<file path="config.mk">
export PLATFORM = sky130hd
export DESIGN_NAME = mag_minmax_tracker
export DESIGN_NICKNAME = d
export VERILOG_FILES = /design/src/rtl/mag_minmax_tracker.sv
export SDC_FILE = /design/constraint.sdc
export NUM_CORES = 1
export LEC_CHECK = 0
export CAP_MARGIN = 20
export CORE_UTILIZATION = 53
export DETAILED_ROUTE_END_ITERATION = 12
export GPL_TIMING_DRIVEN = 0
export PLACE_DENSITY = 0.78
export SYNTH_ARGS = -nofsm -noshare
export SYNTH_HDL_FRONTEND = slang
export SYNTH_SLANG_ARGS = --single-unit
</file>
<file path="constraint.sdc">
create_clock -name clk -period 2.1 [get_ports clk]
set_clock_uncertainty 0.1 [all_clocks]
set_input_delay 0.315 -clock clk [delete_from_list [all_inputs] [get_ports clk]]
set_output_delay 0.315 -clock clk [all_outputs]
set_load 0.01 [all_outputs]
</file>
<file path="src/rtl/mag_minmax_tracker.sv">
// Windowed max/min tracker: reports max, min and max-occurrence count
// once every WINDOW accepted unsigned samples.
module mag_minmax_tracker #(
  parameter int unsigned WIDTH  = 3,
  parameter int unsigned WINDOW = 8,
  localparam int unsigned CNT_W = $clog2(WINDOW + 1)
) (
  input  logic             clk,
  input  logic             rst,
  input  logic             in_valid,
  output logic             in_ready,
  input  logic [WIDTH-1:0] in_data,
  input  logic             clear,
  output logic             win_valid,
  output logic [WIDTH-1:0] win_max,
  output logic [WIDTH-1:0] win_min,
  output logic [CNT_W-1:0] win_max_cnt
);

  localparam logic [1:0] StIdle   = 2'd0;
  localparam logic [1:0] StAccum  = 2'd1;
  localparam logic [1:0] StReport = 2'd2;

  localparam logic [CNT_W-1:0] WinLast = CNT_W'(WINDOW);
  localparam logic [CNT_W-1:0] CntOne  = CNT_W'(1);

  logic [1:0]       state_q, state_d;
  logic [CNT_W-1:0] n_q, n_d;
  logic [CNT_W-1:0] max_cnt_q, max_cnt_d;
  logic [WIDTH-1:0] run_max_q, run_max_d;
  logic [WIDTH-1:0] run_min_q, run_min_d;
  logic [WIDTH-1:0] win_max_q, win_max_d;
  logic [WIDTH-1:0] win_min_q, win_min_d;
  logic [CNT_W-1:0] win_max_cnt_q, win_max_cnt_d;

  logic             accept;
  logic             first;
  logic [WIDTH-1:0] upd_max, upd_min;
  logic [CNT_W-1:0] upd_cnt, upd_n;

  assign in_ready    = (state_q != StReport) && !clear;
  assign accept      = in_valid && in_ready;
  assign win_valid   = (state_q == StReport);
  assign win_max     = win_max_q;
  assign win_min     = win_min_q;
  assign win_max_cnt = win_max_cnt_q;

  // Running values as they would be after accepting in_data; the first sample
  // of a window seeds everything regardless of the stale run_* contents.
  always_comb begin
    first   = (state_q == StIdle);
    upd_max = run_max_q;
    upd_cnt = max_cnt_q;
    if (first || (in_data > run_max_q)) begin
      upd_max = in_data;
      upd_cnt = CntOne;
    end else if (in_data == run_max_q) begin
      upd_cnt = max_cnt_q + CntOne;
    end
    upd_min = (first || (in_data < run_min_q)) ? in_data : run_min_q;
    upd_n   = first ? CntOne : (n_q + CntOne);
  end

  always_comb begin
    state_d       = state_q;
    n_d           = n_q;
    max_cnt_d     = max_cnt_q;
    run_max_d     = run_max_q;
    run_min_d     = run_min_q;
    win_max_d     = win_max_q;
    win_min_d     = win_min_q;
    win_max_cnt_d = win_max_cnt_q;

    if (clear) begin
      state_d   = StIdle;
      n_d       = '0;
      max_cnt_d = '0;
      run_max_d = '0;
      run_min_d = '0;
    end else begin
      case (state_q)
        StIdle, StAccum: begin
          if (accept) begin
            n_d       = upd_n;
            max_cnt_d = upd_cnt;
            run_max_d = upd_max;
            run_min_d = upd_min;
            if (upd_n == WinLast) begin
              state_d       = StReport;
              win_max_d     = upd_max;
              win_min_d     = upd_min;
              win_max_cnt_d = upd_cnt;
            end else begin
              state_d = StAccum;
            end
          end
        end
        StReport: state_d = StIdle;
        default:  state_d = StIdle;
      endcase
    end
  end

  always_ff @(posedge clk) begin
    if (rst) begin
      state_q       <= StIdle;
      n_q           <= '0;
      max_cnt_q     <= '0;
      run_max_q     <= '0;
      run_min_q     <= '0;
      win_max_q     <= '0;
      win_min_q     <= '0;
      win_max_cnt_q <= '0;
    end else begin
      state_q       <= state_d;
      n_q           <= n_d;
      max_cnt_q     <= max_cnt_d;
      run_max_q     <= run_max_d;
      run_min_q     <= run_min_d;
      win_max_q     <= win_max_d;
      win_min_q     <= win_min_d;
      win_max_cnt_q <= win_max_cnt_d;
    end
  end

endmodule

</file>
## Word level (Yosys, flattened, before mapping)

Index checks and enable logic that the tools add are counted.

- Equal/unequal tests: 5
- Magnitude comparators: 2
- Add/subtract/negate cells: 2
- Mux-type cells: 6
- Multiply operators: 0
- Reduce and logical (&&, ||, !) cells: 11
- Shifts and indexed selects: 0
- Bitwise logic cells: 2
- Divide/modulo/power cells: 0

Operators with widths:

| operator | count |
|---|---|
| $mux W4 | 3 |
| $add A4 B1 Y4 const B | 2 |
| $mux W3 | 2 |
| $eq A4 B4 Y1 const B | 1 |
| $reduce_and A4 Y1 | 1 |
| $reduce_or A2 Y1 | 2 |
| $eq A3 B3 Y1 | 1 |
| $gt A3 B3 Y1 | 1 |
| $lt A3 B3 Y1 | 1 |
| $reduce_or A3 Y1 | 1 |
| $eq A2 B1 Y1 const B | 1 |
| $eq A2 B2 Y1 const B | 1 |
| $logic_and A1 B1 Y1 | 2 |
| $logic_not A2 Y1 | 1 |
| $logic_or A1 B1 Y1 | 2 |
| $mux W2 | 1 |
| $ne A2 B2 Y1 const B | 1 |
| $not A1 Y1 | 2 |
| $reduce_and A2 Y1 | 1 |
| $logic_not A1 Y1 | 1 |

- Bits in read-only memories: 0
- Bits in latches: 0
- RAM bits: 0
- Word-level logic and storage cells: 36
- Output and inout port bits: 12
- Memories kept: 0
- Register bits: 26

## Logic depth before layout (Yosys ltp)

Gate-level depths: netlist of the first run.

- Depth in word-level cells: 4
- Mapped depth: 8
- Depth with buffers taken out: 7

## Worst setup path after synthesis of the first run

Ideal clock, no wire load.

- Path kind: flip-flop to flip-flop
- Start point: register run_max_q[1]
- End point: register max_cnt_q[1]
- Period minus slack after synthesis: 1840 ps
- Arrival: 1669 ps
- Stages on the path, launching flop included: 8
- Slack: 260 ps
- Required time: 1929 ps
- Setup time: 71 ps
- Cell sequence: dfxtp_1 -> inv_1 -> ha_1 -> nor2b_1 -> o211ai_1 -> nand2_1 -> or3_1 -> a21oi_1

- Longest elaborated chain between the ends: 3
- Elaborated cells between the ends (all ways): 5

RTL lines:

| item | RTL line | source |
|---|---|---|
| start: declaration | 30 | `logic [WIDTH-1:0] run_max_q, run_max_d;` |
| start signal: assignment | 118 | `run_max_q <= run_max_d;` |
| $gt A3 B3 Y1 / $eq A3 B3 Y1 (equally long branches) | 54, 57 |  |
| $logic_or A1 B1 Y1 / $mux W4 (equally long branches) | 54, 57 |  |
| $mux W4 (*) | 54 | `if (first \|\| (in_data > run_max_q)) begin` |
| end signal: assignment | 117 | `max_cnt_q <= max_cnt_d;` |
| end: declaration | 29 | `logic [CNT_W-1:0] max_cnt_q, max_cnt_d;` |

Every way passes the cells marked *; elsewhere a longest branch is shown, timed or not.
A chain may end at the register's enable or synchronous reset.

## Final worst setup path of the first run

Ends and elaborated chain as after synthesis.

==> results.py, run 1 <==
metrics = {
    "die": {
        "num_rows": 18,
        "coreArea_um2": 2450,
        "start_util_pct": 55.5,
        "die_area_um2": 2780,
        "io_pins": 19,
        "die_h_um": 52.7,
        "die_w_um": 52.7,
    },
    "timing": {
        "period_share_pct": 95.4,
        "hold_viol_final": 0,
        "slew_violations": 0,
        "tightest_slew_ps": 522,
        "rsz0062_at_grt": "false",
        "holdWs_ps": 324,
        "fmax_mhz": 499,
        "fin_ws_ps": 96.4,
        "setup_violations": 0,
        "period_needed_ps": 2000,
        "max_slew_margin_pct": 65.2,
    },
    "worst_setup_path": {
        "critical_path_depth": 7,
        "required_ps": 2280,
        "crit_buf_inv": 1,
        "path_delay_family": "simple AND/OR/NAND/NOR gates",
        "cp.arrival_ps": 2180,
        "critical_path.slowest_cell": "or3_1",
        "rr_worst_depth": 7,
        "end_kind": "flip-flop",
        "cp_max_fo": 4,
        "worstSetupStartpointType": "flip-flop",
        "cpPeakStageDelay_ps": 390,
        "worstPathCellList": "inv_1 > ha_1 > nor2b_1 > o211ai_1 > nand2_1 > or3_1 > a21oi_1",
        "worst-setup-path-type": "flip-flop to flip-flop",
    },
    "drt": {
        "vias": 1184,
        "postRouteAntennaNets": 0,
        "route.detailed.drc": 0,
        "dr.first_iter.drc_count": 17,
        "first_pass_iters": 4,
        "via_per_inst": 5.64,
        "routedWlPerCell_um": 13.4,
        "wirelength_um": 2810,
    },
    "final_layout": {
        "finish.instance_area_um2": 1640,
        "layout.nets": 195,
        "layout-drive-gt1-share_pct": 10.6,
        "fin_cells": 210,
        "area_growth_syn_to_layout_pct": 20.7,
        "n_antenna_cell": 0,
    },
    "global_route": {
        "antenna_found_initial": 0,
        "grt_pass1_vias": 1029,
        "grt_max_degree": 16,
        "grt_pass1_wl_um": 4420,
        "grt-ovfl-total": 0,
        "grt_usage_pct": 22.1,
    },
    "power_and_ir_drop": {
        "pwr-share-seq_pct": 52.8,
        "sw_frac_of_total_pct": 22.9,
        "combPwrFrac_pct": 10.4,
        "intPower_mw": 0.734,
        "switchingPower_mw": 0.218,
        "irDropWorstVdd_uv": 384,
        "p_leak_nw": 0.582,
        "power_density_nw_per_um2": 579,
        "clockPowerShare_pct": 36.7,
    },
    "placement": {
        "hpwl_um": 2170,
        "place_inst": 205,
        "portBuffers": 18,
        "globalplace.congestion": 0.843,
        "dp_worst_setup_slack_ps": -508,
        "dpl_cell_area_um2": 1580,
    },
    "yosys": {
        "yosysWarnings": 0,
        "synth_cells": 157,
        "netlist-cell-type-count": 36,
        "synth_nets": 171,
        "mappedNetlistArea_um2": 1360,
        "synth_seq_cells": 26,
        "synth-seq-area-share_pct": 38.2,
        "ys_async_sr_fraction_pct": 0,
        "postSynthAreaPerCell_um2": 8.68,
        "synth_edf_count": 0,
        "synth_flop_cell": "dfxtp_1",
    },
    "clocking": {
        "cts_tree": "done",
        "clk_pin_slew_ps": 140,
        "cts_root_buffer": "clkbuf_4",
        "cts_hold_buf": 0,
        "clock_sink_count": 26,
        "clock_latency_ps": 330,
        "cts_max_path_buffers": 2,
        "htreeDepth": 1,
        "cts_buffers": 3,
    },
    "worst_hold_path": {
        "hp-class": "primary input to flip-flop",
        "whs_path_depth": 3,
    },
    "flow_run": {
        "drv_cap": 0,
    },
    "outcome": {
        "status": "completed",
    },
}
==> per-layer routing <==
layer	up-vias	share of wire (%)	wire length [um]	global-route usage [%]
met3	9	3.6	100	4.64
met4	0	2.5	70	12.7
met1	556	47	1310	26.0
met2	23	47	1330	36.5
li1	596	-	-	-
met5	-	0	0	0
==> what timing repair did <==
action | CTS | global route
buffers inserted | 2 | 0
pin swaps | 2 | 0
setup endpoints to repair | 9 | 7
gates resized for setup | 2 | 1
==> power by group through the flow <==
stage	clock network, mW	registers, mW	logic, mW
2_1_floorplan	0	0.512	0.0651
3_3_place_gp	0	0.513	0.0930
3_5_place_dp	0	0.514	0.0969
4_1_cts	0.355	0.503	0.0985
5_1_grt	0.379	0.504	0.109
6_report	0.350	0.503	0.0992
==> final timing paths <==
kind | slack, ps | start | end
worst min-delay path | 320 | in_data[2] | run_min_q[2]
worst max-delay path | 100 | run_max_q[1] | max_cnt_q[1]
worst min register to register | 390 | n_q[1] | n_q[1]
worst max register to register | 100 | run_max_q[1] | max_cnt_q[1]
==> cells in the final DEF (no fill, tap or decap), types with 3 or more instances in the layout <==
master	netlist	layout
dfxtp_1	26	26
nor2_1	18	18
clkdlybuf4s50_1	0	15
a21oi_1	14	14
nand2_1	12	12
mux2i_1	9	9
nand3_1	7	7
ha_1	7	7
inv_1	6	6
nor2b_1	6	6
a211oi_1	6	6
nand2b_1	4	4
o21ai_0	4	4
xnor2_1	4	4
buf_4	2	4
clkbuf_1	4	3
clkbuf_4	0	3
==> registers in the layout, summed over array words and instances (netlist names) <==
name	cells
n_q	4
state_q	2
run_min_q	3
win_min	3
win_max_cnt	4
run_max_q	3
win_max	3
max_cnt_q	4
==> layout make-up <==
cell class / instances / area, um^2
inverter: 6 / 22.5
sequential: 26 / 520
tap: 30 / 37.5
multi-input combinational: 117 / 779
clock inverter: 1 / 30.0
buffer: 7 / 36.3
timing repair buffer: 20 / 195
clock buffer: 3 / 22.5
fill: 202 / 811
==> worst min-delay path: cells and delay by family <==
| kind | cells | cell delay (ps) |
|---|---|---|
| simple gates | 1 | 50 |
| mux | 1 | 160 |
| buf+inv | 1 | 200 |
==> synthesized netlist by cell type (4+ instances only) <==
cell,n,area (um^2)
inv_1,6,22.5
dfxtp_1,26,521
o21ai_0,4,20.0
a21oi_1,14,70.1
nor2_1,18,67.6
ha_1,7,87.6
nor2b_1,6,37.5
a211oi_1,6,45.0
nand3_1,7,35.0
nand2b_1,4,25.0
clkbuf_1,4,15.0
nand2_1,12,45.0
mux2i_1,9,90.1
xnor2_1,4,35.0
==> through the flow <==
stage	total power [mW]	util (%)	setup TNS, ps
after floorplan	0.577	-	0
after global placement	0.606	64.4	-5380
after detailed placement	0.610	64.4	-6750
after CTS	0.956	66.9	0
after global routing	0.992	67.0	0
final	0.952	67.0	0
==> kinds of logic (layout without fill, tap and decap cells) <==
kind of cell | after synthesis | after routing | share of synthesized area, %
compound gates | 33 | 33 | 17.4
flops | 26 | 26 | 38.2
mux | 9 | 9 | 6.61
simple gates | 63 | 63 | 23.6
fa+ha+maj | 7 | 7 | 6.43
buf+inv | 14 | 37 | 4.59
xor+xnor | 5 | 5 | 3.21
(Power assumes the default switching activity.)
==> inputs of run 2 (changes only) <==
--- a/config.mk
+++ b/config.mk
@@ -5,6 +5,7 @@
 export SDC_FILE = /design/constraint.sdc
 export NUM_CORES = 1
 export LEC_CHECK = 0
+export ABC_CLOCK_PERIOD_IN_PS = 2100
 export CAP_MARGIN = 20
 export CORE_UTILIZATION = 53
 export DETAILED_ROUTE_END_ITERATION = 12
==> results of run 2 <==
Final layout, timing and power as in run 1 (identical DEF).
